<file path="config.mk">
export PLATFORM = sky130hd
export DESIGN_NAME = int_to_fp_converter_flat
export DESIGN_NICKNAME = d
export VERILOG_FILES = /design/src/rtl/int_to_fp_converter_if.sv /design/src/rtl/int_to_fp_converter.sv /design/src/flat_wrapper.sv
export SDC_FILE = /design/constraint.sdc
export NUM_CORES = 1
export LEC_CHECK = 0
export BUFFER_PORTS_ARGS = -buffer_cell sky130_fd_sc_hd__buf_4
export CAP_MARGIN = 20
export CELL_PAD_IN_SITES_DETAIL_PLACEMENT = 1
export CELL_PAD_IN_SITES_GLOBAL_PLACEMENT = 2
export CORE_UTILIZATION = 34
export DETAILED_ROUTE_END_ITERATION = 6
export GPL_ROUTABILITY_DRIVEN = 1
export PLACE_DENSITY = 0.81
export RECOVER_POWER = 25
export SYNTH_ARGS = -nofsm -noshare
export SYNTH_HDL_FRONTEND = slang
export SYNTH_SLANG_ARGS = --single-unit
</file>
<file path="constraint.sdc">
create_clock -name clock -period 1.9 [get_ports clock]
set_input_delay 0.095 -clock clock [delete_from_list [all_inputs] [get_ports clock]]
set_output_delay 0.095 -clock clock [all_outputs]
set_load 0.02 [all_outputs]
</file>
<file path="src/rtl/int_to_fp_converter_if.sv">
// Start/done handshake bundle between the codec sample path and the int-to-float converter.
interface int_to_fp_converter_if #(
  parameter int DATA_WIDTH = 24
);
  logic                  clk_en;
  logic [DATA_WIDTH-1:0] dataa;
  logic [31:0]           result;
  logic                  done;
  logic                  busy;

  modport master (
    output clk_en, dataa,
    input  result, done, busy
  );

  modport slave (
    input  clk_en, dataa,
    output result, done, busy
  );
endinterface

</file>
<file path="src/rtl/int_to_fp_converter.sv">
// Iterative signed-sample to IEEE-754 single converter, scaled to [-1.0, +1.0).
// Normalisation shifts one bit per cycle, so the datapath needs no barrel shifter or priority encoder.
module int_to_fp_converter #(
  parameter int DATA_WIDTH = 24
) (
  input logic                  clock,
  input logic                  reset_n,
  int_to_fp_converter_if.slave bus
);

  if (DATA_WIDTH < 2 || DATA_WIDTH > 24) begin : g_bad_width
    $error("int_to_fp_converter: DATA_WIDTH must be within 2..24");
  end

  typedef enum logic [1:0] {
    IDLE,
    NORM,
    PACK
  } state_t;

  state_t                state;
  state_t                next_state;
  logic                  sign;
  logic [DATA_WIDTH-1:0] mag;
  logic [7:0]            exp;
  logic                  zero_flag;
  logic [31:0]           result_q;
  logic                  done_q;
  logic [DATA_WIDTH-1:0] abs_in;
  logic                  in_zero;
  logic [22:0]           frac;

  // The most negative input negates to itself, which read as unsigned is exactly 2^(W-1).
  always_comb begin
    abs_in  = bus.dataa[DATA_WIDTH-1] ? -bus.dataa : bus.dataa;
    in_zero = (bus.dataa == '0);
  end

  always_comb begin
    frac = 23'(mag[DATA_WIDTH-2:0]) << (24 - DATA_WIDTH);
  end

  always_ff @(posedge clock or negedge reset_n) begin
    if (!reset_n) begin
      state <= IDLE;
    end else begin
      state <= next_state;
    end
  end

  always_comb begin
    next_state = state;
    case (state)
      IDLE: begin
        if (bus.clk_en) begin
          next_state = in_zero ? PACK : NORM;
        end
      end
      NORM: begin
        if (mag[DATA_WIDTH-1]) begin
          next_state = PACK;
        end
      end
      PACK:    next_state = IDLE;
      default: next_state = IDLE;
    endcase
  end

  always_ff @(posedge clock or negedge reset_n) begin
    if (!reset_n) begin
      sign      <= 1'b0;
      mag       <= '0;
      exp       <= 8'd0;
      zero_flag <= 1'b0;
      result_q  <= 32'h0000_0000;
      done_q    <= 1'b0;
    end else begin
      done_q <= 1'b0;
      case (state)
        IDLE: begin
          if (bus.clk_en) begin
            sign      <= bus.dataa[DATA_WIDTH-1];
            mag       <= abs_in;
            exp       <= 8'd127;
            zero_flag <= in_zero;
          end
        end
        NORM: begin
          if (!mag[DATA_WIDTH-1]) begin
            mag <= mag << 1;
            exp <= exp - 8'd1;
          end
        end
        PACK: begin
          // The leading one is the implicit bit, so only the bits below it form the fraction.
          result_q <= zero_flag ? 32'h0000_0000 : {sign, exp, frac};
          done_q   <= 1'b1;
        end
        default: begin
        end
      endcase
    end
  end

  assign bus.result = result_q;
  assign bus.done   = done_q;
  assign bus.busy   = (state != IDLE);

endmodule

</file>
<file path="src/flat_wrapper.sv">
// flat-port wrapper written by rule: the top's interface ports become plain ports
module int_to_fp_converter_flat 
#(
  parameter int DATA_WIDTH = 24
)
  (clock, reset_n, bus_clk_en, bus_dataa, bus_result, bus_done, bus_busy);
  int_to_fp_converter_if #(.DATA_WIDTH(DATA_WIDTH)) bus_i ();
  input logic clock;
  input logic reset_n;
  input wire logic [$bits(bus_i.clk_en)-1:0] bus_clk_en;
  input wire logic [$bits(bus_i.dataa)-1:0] bus_dataa;
  output wire logic [$bits(bus_i.result)-1:0] bus_result;
  output wire logic [$bits(bus_i.done)-1:0] bus_done;
  output wire logic [$bits(bus_i.busy)-1:0] bus_busy;
  assign bus_i.clk_en = bus_clk_en;
  assign bus_i.dataa = bus_dataa;
  assign bus_result = bus_i.result;
  assign bus_done = bus_i.done;
  assign bus_busy = bus_i.busy;
  int_to_fp_converter #(.DATA_WIDTH(DATA_WIDTH)) u_core (.clock(clock), .reset_n(reset_n), .bus(bus_i));
endmodule
</file>
==> impl_metrics.toml, run 1 <==
[status]
status = "complete, no violations"

[power_and_ir_drop]
powerDensity_nw_per_um2 = 1500
vdd_ir_drop_max_v = 0.000464
p_leak_uw = 0.00192
power_uw = 6500

[yosys]
netlist.area_leader.share_pct = 49.5
synth.distinct_cells = 40
async_flop_share_pct = 100
seq_area_frac_synth_pct = 49.5
syn_area_per_cell_sq_um = 9.50
synth_common_cells = "69 x dfrtp_1, 60 x nand2_1, 45 x o21ai_0"
synth_seq_cells = 69
netlist_instances = 367
syn_nets = 396
syn_area_sq_um = 3490
ys_warn_count = 0
synth_top_cell_by_area = "dfrtp_1"
yosysMostFrequentCell = "dfrtp_1"
yosys-top-cells-area = "dfrtp_1 50%, nand2_1 6.5%, o21ai_0 6.5%"
synthFlopType = "dfrtp_1"
synth_edf_count = 0

[final_layout]
num_antenna_cells = 0
fin_area_sq_um = 4350
fin_cells = 573
areaGrowthSynthToFinish_pct = 24.8
nets = 465
drive_gt1_share_pct = 23.9

[critical_path]
cp_num_buf_inv = 2
cp_slowest_cell = "or3_1"
rr_startpoint = "u_core.state[1]$_DFFE_PN0P_"
critPathLaunchType = "flop"
crit_chain = "buf_4, or3_1, nor2_1, buf_4, a22oi_1, o211ai_1"
crit_required_ns = 2.16
crit_family = "simple AND/OR/NAND/NOR gates"
crit_path_frequent_cell = "buf_4"
cp_max_fo = 10
cp.arrival_ns = 2.03
crit_start = "u_core.state[1]$_DFFE_PN0P_"
path_class = "reg2reg"
critPathMaxStageDelay_ns = 0.51
endpoint_kind = "flop"

[drt]
drc_errors = 0
antenna_left = 0
num_vias = 2874
vias_per_cell = 5.02
wire_per_inst_microns = 15.9
wirelength_mm = 9.13
drt_pass1_iterations = 4
drt_iter0_markers = 126

[place]
gp_congestion = 0.743
io_buffers = 60
dp_hpwl_mm = 6.59
postPlaceCellArea_sq_um = 4160
dpl.cell_count = 556

[timing]
skew_ns = 0.0100
rsz0062_at_grt = "false"
hold_slack_ns = 0.0333
final-hold-violation-count = 0
fin_tns_setup_ns = 0
layout_min_cycle_time_ns = 1.76
relSlewSlack_pct = 39.6
final.period_utilization_pct = 92.9
max_freq_mhz = 567
slew_viol_final = 0
setup_violations = 0
worst_slew_pin_slew_ns = 0.906

[floorplanning]
chipWidth_microns = 103
ios = 61
start_util_pct = 35.3
chipHeight_microns = 103
coreArea_sq_um = 9860
num_rows = 36
die_area_sq_um = 10700

[global_route]
antenna_found_initial = 0
grt_pass1_wl_mm = 15.0
grt_pass1_vias = 2886
grt_max_degree = 37
grt_overflow = 0
track_usage_pct = 18.7

[run]
drv_cap = 0

[clocking]
root_buffer = "clkbuf_8"
cts_sinks = 69
cts_buffer_depth = 2
cts_tree = "done"
ctsHtreeMaxLevel = 3
cts_made_buffers = 9
clk-insertion-delay-late_ns = 0.34
clk_pin_slew_ns = 0.08
post_cts_buffers = 0

[worst_hold_path]
hp-start = "bus_dataa[22]"
min_path_type = "in2reg"
-- cells in the final DEF (no fill, tap or decap), types with 2 or more instances in the layout --
cell type  Yosys  final
nor2_1        10      9
dfrtp_1       69     69
nor3b_2        2      2
a22oi_1       20     20
nor3_1         9      9
nand2_1       60     60
clkinv_2       0      3
or4_1          2      2
nor4_1         5      5
a21oi_1        2      2
xnor2_1        4      4
xor2_1        11     11
clkbuf_8       0      9
buf_4          0     75
or3_1          4      4
o21ai_0       45     45
ha_1           2      2
inv_1          6      6
o31ai_1        4      4
nor2b_1       11     11
nor4_2         2      2
a22o_1         3      3
nand2b_1      33     32
nand3_1        6      6
o211ai_1       8      8
mux2i_1       10     10
o21ai_1        4      4
-- registers in the layout (all words and copies together) (netlist names) --
signal and flops:
u_core.zero_flag 1, u_core.bus.result 32, u_core.state 2, u_core.bus.done 1, u_core.exp 8, u_core.sign 1, u_core.mag 24
-- worst reg2reg max path, stage by stage, from the launching register on --
cell and delay [ns]:
dfrtp_1 0.44, buf_4 0.17, or3_1 0.51, nor2_1 0.19, buf_4 0.18, a22oi_1 0.07, o211ai_1 0.12
-- timing repair --
item / in CTS / in global routing
gates resized for setup: 1 / 1
endpoints found under the setup margin: 1 / 1
hold buffers: 1 / 0
endpoints found under the hold margin: 35 / 0
pin swaps: 0 / 0
cloned: 0 / 1
-- area by class of cell --
class,instances,area (sq um)
fill,1145,5520
tap,133,166
sequential,69,1730
clock inverter,5,52.6
multi-input combinational,270,1650
clock buffer,10,128
timing repair buffer,80,602
inverter,6,22.5
-- cell families (layout without fill, tap and decap cells) --
kind of cell | count (synthesis) | in the layout | synth area share, %
DFF | 69 | 69 | 49.5
xor gates and xnor gates | 15 | 15 | 3.77
buffers and inverters | 28 | 101 | 3.23
adders and majority gates | 2 | 2 | 0.718
muxes | 11 | 11 | 3.19
AOI/OAI and AO/OA | 89 | 89 | 15.9
and+or+nand+nor | 153 | 153 | 23.7
-- layer usage --
layer / global-route usage (%) / up-vias / part of all wire, %
met4: 5.74 / 0 / 1.4
li1: - / 1414 / -
met2: 30.3 / 48 / 48
met5: 0 / - / 0
met3: 3.23 / 11 / 3.0
met1: 25.6 / 1401 / 47
-- worst paths after layout --
kind | end | cells after the start | slack, ns
min in group asynchronous | u_core.bus.result[4]$_DFFE_PN0P_ | 2 | 0.42
setup / recovery | u_core.mag[20]$_DFFE_PN0P_ | 6 | 0.14
hold reg to reg | u_core.bus.result[26]$_DFFE_PN0P_ | 2 | 0.48
hold / removal | u_core.mag[22]$_DFFE_PN0P_ | 3 | 0.03
setup reg to reg | u_core.mag[20]$_DFFE_PN0P_ | 6 | 0.14
max in group asynchronous | u_core.mag[11]$_DFFE_PN0P_ | 3 | 0.38
-- stage by stage --
| step | util (%) | setup slack, ns |
|---|---|---|
| finish | 44.1 | 0.136 |
| global route | 44.1 | 0.0133 |
| CTS | 44.2 | 0.0973 |
| detailed placement | 42.2 | -0.0859 |
| global placement | 42.2 | -0.0316 |
| floorplan | - | 0.181 |
-- power by group --
part	switching, uW	internal [uW]	total [uW]	leakage, uW
clock	553	593	1150	0.0000919
sequential	473	2100	2570	0.000837
combinational	1610	1180	2780	0.000987
Power figures use the tool's default switching activity.
==> run 2: changes to the inputs <==
Settings changed: MAX_ROUTING_LAYER from default to met4, TNS_END_PERCENT from default to 1.
==> impl_metrics.toml, run 2 (synthesis gave the netlist of run 1 again) <==
[final_layout]
final_common_cell = "buf_4"
multi_input_area_sq_um = 1650
nets = 465
num_antenna_cells = 0
largest_reg_flops = 32
regArea_sq_um = 1730
areaGrowthSynthToFinish_pct = 24.8
nFillCells = 1145
fin_area_sq_um = 4350
layout_common_cells = "75 x buf_4, 69 x dfrtp_1, 60 x nand2_1"
drive_gt1_share_pct = 23.9

[critical_path]
critPathLaunchType = "flop"
crit_required_ns = 2.16
cp.arrival_ns = 2.03
cp_max_fo = 10
rr_startpoint = "u_core.state[1]$_DFFE_PN0P_"
r2r-end = "u_core.mag[20]$_DFFE_PN0P_"
rr_worst_depth = 6
crit_start = "u_core.state[1]$_DFFE_PN0P_"
endpoint_kind = "flop"
r2r_slack_ns = 0.13
path_class = "reg2reg"

[floorplanning]
chipWidth_microns = 103
coreArea_sq_um = 9860
ios = 61
die_area_sq_um = 10700
start_util_pct = 35.3
chipHeight_microns = 103
num_rows = 36

[clocking]
cts_tree = "done"
cts_sinks = 69
root_buffer = "clkbuf_8"
cts_buffer_depth = 2
clk_pin_slew_ns = 0.08
ctsHtreeMaxLevel = 3
clk-insertion-delay-late_ns = 0.34
cts_made_buffers = 9

[timing]
skew_ns = 0.00935
setup_violations = 0
rsz0062_at_grt = "false"
max_freq_mhz = 565
fin_tns_setup_ns = 0
relSlewSlack_pct = 39.1
worst_slew_pin_slew_ns = 0.913
final.period_utilization_pct = 93.1
setup_slack_ns = 0.131
slew_viol_final = 0
final-hold-violation-count = 0
layout_min_cycle_time_ns = 1.77

[power_and_ir_drop]
power_uw = 6500
vdd_ir_drop_max_v = 0.000463
powerDensity_nw_per_um2 = 1490
p_leak_uw = 0.00192

[drt]
drt_iter0_markers = 94
wire_per_inst_microns = 15.9
drt_pass1_iterations = 4
num_vias = 2874
antenna_left = 0
vias_per_cell = 5.02
wirelength_mm = 9.10
drc_errors = 0

[global_route]
grt_overflow = 0
track_usage_pct = 19.3
grt_max_degree = 37
grt_pass1_vias = 2885
grt_pass1_wl_mm = 15.0
antenna_found_initial = 0

[place]
io_buffers = 60
gp_congestion = 0.753
postPlaceCellArea_sq_um = 4160
dp_hpwl_mm = 6.59
dp_slack_ns = -0.0859

[worst_hold_path]
holdPathEnd = "u_core.mag[22]$_DFFE_PN0P_"
whs_path_depth = 3
hp-start = "bus_dataa[22]"
min_path_type = "in2reg"

[status]
status = "complete, no violations"

[run]
drv_cap = 0
-- run 2: area by class of cell --
class                      instances  area share, %
sequential                        69           39.7
multi-input combinational        270           38.0
timing repair buffer              80           13.8
tap                              133           3.83
clock buffer                      10           2.93
clock inverter                     5           1.21
inverter                           6          0.518
-- run 2: power by group --
part / leakage (uW) / internal (uW) / switching [uW] / total [uW]
logic: 0.000987 / 1170 / 1610 / 2780
clock network: 0.0000919 / 593 / 551 / 1140
registers: 0.000837 / 2100 / 473 / 2570
-- run 2: worst max-delay path by stage --
| stage | endpoint | slack, ns | cells past startpoint |
|---|---|---|---|
| final | u_core.mag[20]$_DFFE_PN0P_ | 0.13 | 6 |
| after global routing | u_core.mag[21]$_DFFE_PN0P_ | 0.01 | 6 |
| after CTS | u_core.exp[6]$_DFFE_PN0P_ | 0.1 | 6 |
| after detailed placement | u_core.zero_flag$_DFFE_PN0P_ | -0.09 | 8 |
| after global placement | u_core.mag[22]$_DFFE_PN0P_ | -0.03 | 8 |
| after floorplan | u_core.mag[13]$_DFFE_PN0P_ | 0.18 | 6 |
-- run 2: timing repair --
| item | 4_1_cts | 5_1_grt |
|---|---|---|
| hold endpoints to repair | 35 | 0 |
| setup endpoints to repair | 1 | 1 |
| cloned | 0 | 1 |
| hold buffers | 1 | 0 |
| gates resized for setup | 1 | 1 |
| buffers inserted | 0 | 0 |
-- run 2: routing by layer --
layer,share of wire (%),up-vias,GRT usage [%]
met4,1.4,0,5.74
li1,-,1413,-
met2,48,50,30.3
met1,47,1400,25.7
met5,0,-,-
met3,3.0,11,3.23
-- run 2: critical path, cell delays in order, from the launching register on --
cell	delay [ns]
dfrtp_1	0.44
buf_4	0.17
or3_1	0.51
nor2_1	0.19
buf_4	0.18
a22oi_1	0.07
o211ai_1	0.12
-- run 2: through the flow --
step	hold slack [ns]	util (%)	cells
global route	0.0380	44.1	573
detailed placement	0.0912	42.2	556
global placement	0.0928	42.2	556
finish	0.0336	44.1	573
floorplan	-0.201	-	367
CTS	0.0187	44.2	572
